[config.mk]
export PLATFORM = sky130hd
export DESIGN_NAME = frame_pixel_responder
export DESIGN_NICKNAME = d
export VERILOG_FILES = /design/src/rtl/grayblast_pkg.sv /design/src/rtl/sync_byte_fifo.sv /design/src/rtl/frame_pixel_responder.sv
export SDC_FILE = /design/constraint.sdc
export NUM_CORES = 1
export LEC_CHECK = 0
export CAP_MARGIN = 20
export CORE_MARGIN = 5
export CORE_UTILIZATION = 25
export CTS_CLUSTER_SIZE = 16
export DETAILED_ROUTE_END_ITERATION = 8
export SETUP_SLACK_MARGIN = 0.4
export SYNTH_ARGS = -nofsm -noshare
export SYNTH_HDL_FRONTEND = slang
export SYNTH_SLANG_ARGS = --single-unit
[constraint.sdc]
create_clock -name clk -period 2.8 [get_ports clk]
set_input_delay 0.7 -clock clk [delete_from_list [all_inputs] [get_ports clk]]
set_output_delay 0.7 -clock clk [all_outputs]
set_load 0.05 [all_outputs]
[src/rtl/grayblast_pkg.sv]
// Shared types and constants for the gray pixel responder and its byte FIFO.
package grayblast_pkg;

    typedef enum logic [1:0] {
        IDLE   = 2'd0,
        FLUSH  = 2'd1,
        STREAM = 2'd2,
        DONE   = 2'd3
    } state_t;

    localparam int PIXEL_W         = 4;
    localparam int BYTE_W          = 8;
    localparam int PIXELS_PER_BYTE = 2;

    // Substitute pixel shown when the FIFO runs dry: low two count nibbles folded together.
    function automatic logic [PIXEL_W-1:0] pattern_pixel(input logic [7:0] count_lo);
        return count_lo[3:0] ^ count_lo[7:4];
    endfunction

endpackage

[src/rtl/sync_byte_fifo.sv]
// Single-clock byte FIFO with flush; head byte is presented combinationally.
module sync_byte_fifo
    import grayblast_pkg::*;
#(
    parameter int DEPTH = 8
) (
    input  logic              clk,
    input  logic              rst_n,
    input  logic              flush,
    input  logic              push,
    input  logic              pop,
    input  logic [BYTE_W-1:0] push_data,
    output logic [BYTE_W-1:0] head_data,
    output logic              full,
    output logic              empty
);

    localparam int AW = $clog2(DEPTH);

    logic [BYTE_W-1:0] mem [DEPTH];
    logic [AW:0]       wr_ptr;
    logic [AW:0]       rd_ptr;
    logic              do_push;
    logic              do_pop;

    // The extra pointer MSB tells a full FIFO apart from an empty one.
    assign empty     = (wr_ptr == rd_ptr);
    assign full      = (wr_ptr[AW] != rd_ptr[AW]) && (wr_ptr[AW-1:0] == rd_ptr[AW-1:0]);
    assign head_data = mem[rd_ptr[AW-1:0]];
    assign do_push   = push && !full && !flush;
    assign do_pop    = pop && !empty && !flush;

    // Pointer update; flush wins over push and pop.
    always_ff @(posedge clk) begin
        if (!rst_n) begin
            wr_ptr <= (AW+1)'(0);
            rd_ptr <= (AW+1)'(0);
        end else if (flush) begin
            wr_ptr <= (AW+1)'(0);
            rd_ptr <= (AW+1)'(0);
        end else begin
            if (do_push) begin
                wr_ptr <= wr_ptr + (AW+1)'(1);
            end
            if (do_pop) begin
                rd_ptr <= rd_ptr + (AW+1)'(1);
            end
        end
    end

    // Storage write; contents need no reset since the pointers gate every read.
    always_ff @(posedge clk) begin
        if (do_push) begin
            mem[wr_ptr[AW-1:0]] <= push_data;
        end
    end

endmodule

[src/rtl/frame_pixel_responder.sv]
// Framebuffer-side responder: serves 4-bit gray pixels on VGA strobes from a buffered byte stream.
// Define PATTERN_FALLBACK_EN to emit a count-derived pattern instead of 0 on underflow.
module frame_pixel_responder
    import grayblast_pkg::*;
#(
    parameter int FIFO_DEPTH   = 8,
    parameter int FRAME_PIXELS = 19200
) (
    input  logic               clk,
    input  logic               rst_n,
    input  logic               frame_reset_in,
    input  logic               frame_next_pixel_in,
    output logic [PIXEL_W-1:0] frame_pixel_out,
    input  logic [BYTE_W-1:0]  wr_data,
    input  logic               wr_valid,
    output logic               wr_ready,
    output logic               sof_req_out,
    output logic               underflow_out,
    output logic               frame_done_out
);

    localparam int             CW   = $clog2(FRAME_PIXELS + 1);
    localparam logic [CW-1:0]  LAST = CW'(FRAME_PIXELS - 1);

    state_t             state;
    logic               nib_sel;
    logic [CW-1:0]      count;
    logic               fifo_flush;
    logic               push;
    logic               pop;
    logic               full;
    logic               empty;
    logic [BYTE_W-1:0]  head;
    logic [PIXEL_W-1:0] head_pixel;
    logic [PIXEL_W-1:0] fallback_pixel;

    // Ready looks only at registered state, so a popping full FIFO still refuses this cycle.
    assign wr_ready   = (state == STREAM) && !full;
    assign fifo_flush = frame_reset_in || (state == FLUSH);
    assign push       = wr_valid && wr_ready && !frame_reset_in;
    assign pop        = (state == STREAM) && frame_next_pixel_in && !frame_reset_in
                        && !empty && nib_sel;
    assign head_pixel = nib_sel ? head[7:4] : head[3:0];

`ifdef PATTERN_FALLBACK_EN
    logic [7:0] count_lo;
    assign count_lo       = 8'(count);
    assign fallback_pixel = pattern_pixel(count_lo);
`else
    assign fallback_pixel = 4'd0;
`endif

    sync_byte_fifo #(
        .DEPTH(FIFO_DEPTH)
    ) u_fifo (
        .clk      (clk),
        .rst_n    (rst_n),
        .flush    (fifo_flush),
        .push     (push),
        .pop      (pop),
        .push_data(wr_data),
        .head_data(head),
        .full     (full),
        .empty    (empty)
    );

    // Frame FSM with nibble select, pixel counter and registered status outputs.
    always_ff @(posedge clk) begin
        if (!rst_n) begin
            state           <= IDLE;
            nib_sel         <= 1'b0;
            count           <= CW'(0);
            frame_pixel_out <= 4'd0;
            sof_req_out     <= 1'b0;
            underflow_out   <= 1'b0;
            frame_done_out  <= 1'b0;
        end else if (frame_reset_in) begin
            state           <= FLUSH;
            nib_sel         <= 1'b0;
            count           <= CW'(0);
            frame_pixel_out <= 4'd0;
            sof_req_out     <= 1'b1;
            underflow_out   <= 1'b0;
            frame_done_out  <= 1'b0;
        end else begin
            sof_req_out <= 1'b0;
            case (state)
                IDLE: begin
                    state <= IDLE;
                end
                FLUSH: begin
                    state           <= STREAM;
                    nib_sel         <= 1'b0;
                    count           <= CW'(0);
                    frame_pixel_out <= 4'd0;
                    underflow_out   <= 1'b0;
                    frame_done_out  <= 1'b0;
                end
                STREAM: begin
                    if (frame_next_pixel_in) begin
                        count <= count + CW'(1);
                        if (!empty) begin
                            frame_pixel_out <= head_pixel;
                            nib_sel         <= ~nib_sel;
                        end else begin
                            frame_pixel_out <= fallback_pixel;
                            underflow_out   <= 1'b1;
                        end
                        if (count == LAST) begin
                            state          <= DONE;
                            frame_done_out <= 1'b1;
                        end else begin
                            state <= STREAM;
                        end
                    end else begin
                        state <= STREAM;
                    end
                end
                DONE: begin
                    frame_pixel_out <= 4'd0;
                end
                default: begin
                    state <= IDLE;
                end
            endcase
        end
    end

endmodule

# == Yosys cells after proc, flatten, opt, wreduce, memory -nomap -nowiden ==
# Memory sizes are Yosys's and may differ from the RTL's. A register that Yosys moved wholly into a read port is not among the register bits.
# Index checks and enable logic that the tools add are counted.
# word_totals
in_bits,13
n_memories,1
ramBits,64
out_inout_bits,8
elab_cells,81
regBits,33
# op_classes
n_addsub,3
mux,24
bitwise,2
n_eq_ne,11
n_reduce_logical,30
# memory_table
memory,words,word_bits,read_ports,rd_ports_with_merged_regs,wr,line,text
u_fifo.mem,8,8,1,1,1,sync_byte_fifo.sv:20,logic [BYTE_W-1:0] mem [DEPTH];
# ops
cell,count
15-bit one-hot mux with 2 select lines,1
15-bit by 1-bit adder with 15-bit output (second input constant),1
15-bit equality test (second input constant),1
15-bit 2-to-1 mux,1
1-bit logical AND,12
4-bit 2-to-1 mux,3
1-bit 2-to-1 mux,11
3-bit AND reduction,3
4-bit by 1-bit adder with 4-bit output (second input constant),2
4-bit one-hot mux with 2 select lines,1
3-bit 2-to-1 mux,2
2-bit != test (second input constant),3
1-bit one-hot mux with 2 select lines,3
2-bit one-hot mux with 3 select lines,1
2-bit OR reduction,3
2-bit equality test (second input constant),2
4-bit equality test,1
1-bit logical NOT,4
2-bit AND reduction,2
2-bit nonzero test,2
4-bit nonzero test,1
3-bit equality test,1
3-bit nonzero test,1
2-bit by 1-bit equality test with 1-bit output (second input constant),1
other kinds (6),7

# == Depth between registers and ports, before layout ==
# Gate-level depths: netlist of run 1.
# depth
word_depth,10
depth_mapped,9
depth_no_buf,6

# == Hierarchy ==
# From an unflattened synthesis of run 1, not the netlist that was laid out.
# unflattened
hier_cells,313
area_unflattened_um2,4359.2
# by_module_without_submodules
module,cells_per_inst,area_each_um2,seq_area_each_um2,n_inst
sync_byte_fifo,167,3040.4,2142.1,1
frame_pixel_responder,146,1318.8,500.5,1

# == Worst setup path after synthesis of run 1 ==
# Ideal clock, no wire load.
# synth_timing
path_type,reg-to-reg
from,register u_fifo.wr_ptr[0]
to,memory u_fifo.mem[0][0] (enable)
setup_time_ns,0.395
period_less_slack_ns,2.818
path_slack_ns,-0.018
t_arrival_ns,2.423
path_buffers,1
stages_incl_launch_ff,7
t_required_ns,2.405
cell_sequence,dfxtp_1 clkbuf_2 xor2_1 o41ai_4 inv_1 nand2_1 nor4_1
# synth_between
elab_chain_len,10
# synth_lines
element,line,text
start: declaration,sync_byte_fifo.sv:21,logic [AW:0] wr_ptr;
start signal: assignment,sync_byte_fifo.sv:36,wr_ptr <= (AW+1)'(0);
start signal: assignment,sync_byte_fifo.sv:39,wr_ptr <= (AW+1)'(0);
start signal: assignment,sync_byte_fifo.sv:43,wr_ptr <= wr_ptr + (AW+1)'(1);
3-bit equality test,sync_byte_fifo.sv:28,assign full = (wr_ptr[AW] != rd_ptr[AW]) && (wr_ptr[AW-1:0] == rd_ptr[AW-1:0]);
1-bit logical AND,sync_byte_fifo.sv:28,
1-bit logical NOT,frame_pixel_responder.sv:38,assign wr_ready = (state == STREAM) && !full;
1-bit logical AND,frame_pixel_responder.sv:38,
named net wr_ready,frame_pixel_responder.sv:16,"output logic wr_ready,"
1-bit logical AND (2 in a row),frame_pixel_responder.sv:40,assign push = wr_valid && wr_ready && !frame_reset_in;
1-bit logical AND (2 in a row),sync_byte_fifo.sv:30,assign do_push = push && !full && !flush;
1-bit 2-to-1 mux,sync_byte_fifo.sv:53,if (do_push) begin
1-bit 2-to-1 mux (implied by the code),sync_byte_fifo.sv:54,mem[wr_ptr[AW-1:0]] <= push_data;
end: declaration,sync_byte_fifo.sv:20,
# The timed path passes the listed nets, and every way through them passes these cells.

# == Worst setup path after layout of run 1 ==
# layout_timing
from,register u_fifo.wr_ptr[0]
to,output wr_ready
# layout_between
elab_chain_len,4
# layout_lines
element,line
3-bit equality test,sync_byte_fifo.sv:28
1-bit logical AND,sync_byte_fifo.sv:28
1-bit logical NOT,frame_pixel_responder.sv:38
1-bit logical AND,frame_pixel_responder.sv:38
end: declaration,frame_pixel_responder.sv:16
# Every way passes these cells.

==> flow_summary_export.csv, run 1 <==
group,metric,value,unit
outcome,status,"complete, no violations",
die,core,17180,um2
clock_network,clkTransAtPathRegs,0.07,ns
timing,finalCritPeriodShare,0.8477,
drt,drtIter0Drc,156,
layout,fin_util,0.3049,
drt,drt_first_pass_iters,4,
setup_path,worstPathRequired,2.10,ns
timing,worst_slew_margin_rel,0.4117,
die,dieArea,20090,um2
die,rows,48,
setup_path,cp_cell_sequence,"xor2_4, o41ai_4, clkinvlp_4, buf_8",
die,fp.dieH,141.7,um
timing,finClkSkew,0.007779,ns
clock_network,h-tree-depth,3,
synth,yosysSeqAreaShare,0.6090,
timing,drv_slew,0,
synth,synth_nets,333,
drt,wl_per_cell,15.15,um
drt,drc,0,
placement,numPortBuffers,20,
drt,vias,2627,
layout,nets,366,
clock_network,clkLatencyLatePin,0.34,ns
hold_path,hp-class,"flop to flop",
die,die_x,141.7,um
placement,place_hpwl,6184,um
synth,yosys-top-cells-area,"edfxtp_1, dfxtp_1, mux4_2",
global_routing,grt_pass1_wl,14310,um
timing,fin_ws,0.4264,ns
timing,worstMarginPinSlew,0.8794,ns
global_routing,antenna_found_initial,0,
timing,setup_viol_count_final,0,
layout,drive_above_1_share,0.2092,
timing,setup_tns,0,ns
synth,synth_cell_types,49,
timing,hold_viol_final,0,
synth,synth_ff_type,"edfxtp_1",
placement,dp_slack,0.3162,ns
global_routing,grt_max_degree,19,
synth,synth_edf_count,64,
setup_path,cpPeakStageDelay,0.42,ns
layout,instances_no_fill,574,
clock_network,cts-root-buf,"clkbuf_16",
power,p_per_area,560.4,nW/um2
timing,clock.fmax,421.3,MHz
clock_network,cts_made_buffers,9,
run,drv_cap,0,
timing,final.min_clock_period,2.374,ns
layout,seq_area,2656,um2
synth,ys_warn_count,0,
synth,ys_ff_latch,100,
power,finalPower,2.934,mW
setup_path,cp_data_arrival_time,1.67,ns
synth,synth_top_area_share,0.4429,
layout,fin_area,5236,um2
global_routing,grt_use_total,0.09055,
drt,drt_wl_total,8696,um
setup_path,crit_fanout,2,
synth,netlist_instances,312,
power,power_leakage,1.687,nW
power,vdd_drop_max,0.3122,mV
global_routing,grt_overflow_total,0,
layout,area_growth,20.67,%
synth,syn_avg_cell_area,13.91,um2
layout,fill_cells,1728,
die,io_pins,21,
clock_network,cts.sinks,100,
placement,gp_congestion,0.7648,
setup_path,cp-start-kind,"flop",
timing,rsz0062_at_grt,"true",
clock_network,ctsHoldBuffers,0,
placement,placed_area,4855,um2
synth,synth_area,4339,um2
clock_network,cts_buffer_depth,2,
timing,hold_slack,0.4895,ns
die,start_util,0.2526,
layout,antennaDiodeCount,0,
layout,multiInputGateArea,1624,um2
drt,ant_nets,0,
setup_path,crit_path_top_delay_cell,"o41ai_4",
setup_path,worstSetupPathType,"flop to primary output",
synth,ys_async_sr_fraction,0,
setup_path,end_kind,"primary output",
drt,avgViaCountPerCell,4.577,
synth,yosysTopAreaCell,"edfxtp_1",
global_routing,grt_pass1_vias,2713,
clock_network,cts_tree,"done",
placement,dp_cells,554,
[path summary, 6_finish.rpt]
| check | from | end | slack (ns) | depth (start not counted) |
|---|---|---|---|---|
| hold / removal | count[14] | count[14] | 0.49 | 2 |
| hold reg to reg | count[14] | count[14] | 0.49 | 2 |
| setup reg to reg | state[0] | u_fifo.mem[2][2] | 0.73 | 8 |
| setup / recovery | u_fifo.wr_ptr[0] | wr_ready | 0.43 | 4 |
[state kept, by name (all words and copies together), names as in the netlist, named ones only]
| name | cells |
|---|---|
| u_fifo.mem | 64 |
| count | 15 |
| frame_pixel_out | 4 |
| u_fifo.rd_ptr | 4 |
| u_fifo.wr_ptr | 4 |
| state | 2 |
| frame_done_out | 1 |
| nib_sel | 1 |
| sof_req_out | 1 |
| underflow_out | 1 |
[critical path: cells and delay by family, from the launching register on]
kind / cells / cell delay, ns
compound gates: 1 / 0.42
flops: 1 / 0.37
buf+inv: 2 / 0.35
xor+xnor: 1 / 0.19
[area by class of cell]
type | count | share of cell area
clock inverter | 6 | 0.01505
timing repair buffer | 39 | 0.06643
tap | 225 | 0.05376
sequential | 100 | 0.5073
inverter | 5 | 0.004301
clock buffer | 9 | 0.04301
multi-input combinational | 190 | 0.3102
[cells in the mapped netlist (3+ instances only)]
cell      instances
and3_1            5
nor2_1           21
nand2_1          18
a211o_1           4
xor2_1            5
mux2_2            5
ha_1              8
buf_2             3
or3_1             7
nand3_1          10
nor3_1           14
o21ai_0           8
mux4_1            6
inv_1             5
nand2b_1          6
mux4_2           10
edfxtp_1         64
mux2i_1          10
clkbuf_1          4
buf_6             4
dfxtp_1          36
a21oi_1          16
o211ai_1          3
nand4_1           5
[where the power goes]
group	leakage, nW	internal, mW	switching [mW]
clock	0.150	0.708	0.556
combinational	0.668	0.0383	0.0628
sequential	0.869	1.57	0.00324
total	1.69	2.31	0.623
[placed cells by master (no fill, tap or decap), types with 6 or more instances in the layout]
| cell | instances |
|---|---|
| a21oi_1 | 16 |
| buf_4 | 19 |
| clkbuf_16 | 9 |
| clkdlybuf4s50_1 | 19 |
| dfxtp_1 | 31 |
| edfxtp_1 | 64 |
| ha_1 | 8 |
| mux2i_1 | 10 |
| mux4_1 | 6 |
| mux4_2 | 10 |
| nand2_1 | 18 |
| nand2b_1 | 6 |
| nand3_1 | 10 |
| nor2_1 | 21 |
| nor3_1 | 10 |
| o21ai_0 | 8 |
| or3_1 | 7 |
[timing repair]
action,in CTS,in global routing
pin swaps,2,0
setup endpoints to repair,1,1
cloned,0,0
buffers inserted,5,0
resized for setup,12,0
[logic make-up after synthesis]
| logic type | synth area share |
|---|---|
| compound gates | 0.06690 |
| simple gates | 0.1254 |
| flops | 0.6090 |
| buf+inv | 0.02912 |
| fa+ha+maj | 0.02307 |
| xor+xnor | 0.02220 |
| mux | 0.1243 |
[layer usage]
layer | up-vias | routed length [um] | global-route usage
met5 | - | 0 | 0
met2 | 46 | 4352 | 0.1520
met4 | 0 | 84 | 0.02121
met1 | 1316 | 3975 | 0.1169
li1 | 1256 | - | -
met3 | 9 | 283 | 0.02427
Power figures use the tool's default switching activity.
==> inputs of run 2 (changes only) <==
==> constraint.sdc (replaced) <==
create_clock -name clk -period 2.1 [get_ports clk]
set_input_delay 0.525 -clock clk [delete_from_list [all_inputs] [get_ports clk]]
set_output_delay 0.525 -clock clk [all_outputs]
set_load 0.05 [all_outputs]
==> flow_summary_export.csv, run 2 (synthesis gave the netlist of run 1 again) <==
group,metric,value,unit
outcome,status,"finished with violations",
outcome,violations,"setup timing",
power,p_comb_frac,0.049,
clock_network,cts_buffer_depth,2,
timing,hold_slack,0.4969,ns
clock_network,clkLatencyLatePin,0.34,ns
power,clkPwrFrac,0.397,
setup_path,end_kind,"primary output",
drt,wl_met1,4081,um
die,rows,48,
die,fp.dieH,141.7,um
layout,drive_above_1_share,0.4488,
setup_path,cp-start-kind,"flop",
global_routing,grt_overflow_total,0,
layout,multiInputGateArea,2017,um2
setup_path,worstPathRequired,1.57,ns
layout,layout_commonest_cell,"edfxtp_1",
clock_network,h-tree-depth,3,
drt,drt_first_pass_iters,4,
layout,layout_common_cells,"edfxtp_1, dfxtp_1, buf_4",
power,power_leakage,1.972,nW
placement,numPortBuffers,20,
layout,nets,397,
global_routing,grt_pass1_wl,15530,um
timing,setup_viol_count_final,41,
placement,gp_congestion,0.7246,
timing,final.min_clock_period,2.245,ns
hold_path,hp-class,"flop to flop",
power,p_sw_frac,0.2137,
power,p_int,2.964,mW
timing,rsz0062_at_grt,"true",
die,die_x,141.7,um
power,finalPower,3.770,mW
timing,fin_ws,-0.1452,ns
global_routing,antenna_found_initial,0,
drt,routed.top_layer,"met4",
drt,vias,2783,
clock_network,cts_tree,"done",
layout,antennaDiodeCount,0,
drt,drt_wl_total,9569,um
clock_network,cts.sinks,100,
die,core,17180,um2
timing,finalCritPeriodShare,1.069,
placement,place_hpwl,6408,um
drt,route.met3.wl,285,um
drt,drc,0,
timing,clock.fmax,445.4,MHz
die,start_util,0.2526,
power,p_sw,0.8057,mW
layout,fin_area,6048,um2
power,vdd_drop_max,0.3795,mV
drt,drtIter0Drc,186,
die,dieArea,20090,um2
drt,wl_per_cell,15.79,um
drt,ant_nets,0,
global_routing,grt_use_total,0.09979,
layout,area_growth,39.39,%
setup_path,rrSetupSlack,-0.06,ns
layout,fill_cells,1649,
clock_network,cts-root-buf,"clkbuf_16",
run,drv_cap,0,
layout,largest_register_ff_count,64,
setup_path,cp_data_arrival_time,1.72,ns
timing,drv_slew,0,
global_routing,grt_pass1_vias,2932,
global_routing,grt_max_degree,17,
clock_network,clkTransAtPathRegs,0.06,ns
drt,wl_met2,5022,um
clock_network,cts_made_buffers,9,
drt,avgViaCountPerCell,4.592,
power,p_per_area,623.3,nW/um2
timing,worstMarginPinSlew,0.5820,ns
setup_path,crit_fanout,2,
power,seq_power_share,0.554,
die,io_pins,21,
timing,finClkSkew,0.005783,ns
timing,hold_viol_final,0,
layout,seq_area,2673,um2
setup_path,worstSetupPathType,"flop to primary output",
timing,worst_slew_margin_rel,0.6115,
placement,placed_area,5121,um2
==> run 2: cell count changes in the layout (fill, tap and decap cells not counted), moves of 7 or more <==
cell and change:
nor3_1 -8, buf_6 +16, a21oi_2 +10, buf_12 +7, buf_4 +7, clkdlybuf4s50_1 -10, a21oi_1 -10
==> run 2: area by class of cell <==
class | count | area share
sequential | 100 | 0.4419
inverter | 5 | 0.004551
clock buffer | 10 | 0.03786
multi-input combinational | 190 | 0.3335
clock inverter | 6 | 0.006620
timing repair buffer | 70 | 0.1291
tap | 225 | 0.04655
==> run 2: repair_timing <==
action,4_1_cts,5_1_grt
hold buffers,0,0
endpoints found under the setup margin,100,95
buffers inserted,18,3
resized for setup,102,35
cloned,2,0
pin swaps,31,28
==> run 2: per-stage QoR <==
step           worst slack, ns    util  setup TNS (ns)  cells
3_5_place_dp           -0.1769  0.2982          -9.667    567
6_report               -0.1452  0.3521          -1.685    606
5_1_grt                -0.1977  0.3521          -4.488    606
4_1_cts                -0.1804  0.3412         -0.1804    603
3_3_place_gp           -0.1564  0.2982          -8.211    567
2_1_floorplan         -0.09090       -          -4.625    312
==> run 2: layer usage <==
layer,global-route usage,vias to the layer above
li1,-,1329
met1,0.1218,1397
met3,0.02056,14
met5,0,-
met2,0.1715,43
met4,0.04141,0
==> run 2: path summary, 6_finish.rpt <==
path | startpoint | depth (start not counted) | to
setup / recovery | u_fifo.wr_ptr[2] | 4 | wr_ready
hold / removal | frame_pixel_out[3] | 1 | frame_pixel_out[3]
setup reg to reg | u_fifo.wr_ptr[2] | 9 | u_fifo.mem[4][4]
hold reg to reg | frame_pixel_out[3] | 1 | frame_pixel_out[3]
==> run 2: worst max-delay path, stage by stage (launching register included) <==
cell        delay, ns
dfxtp_4          0.36
xor2_4           0.19
o41ai_4          0.45
clkinvlp_4       0.20
buf_8            0.18
==> run 2: power groups by stage <==
stage / registers (mW) / clock network, mW / logic (mW)
floorplan: 2.14 / 0 / 0.0664
global placement: 2.14 / 0 / 0.147
detailed placement: 2.14 / 0 / 0.149
CTS: 2.09 / 1.52 / 0.178
global route: 2.09 / 1.61 / 0.198
finish: 2.09 / 1.50 / 0.184
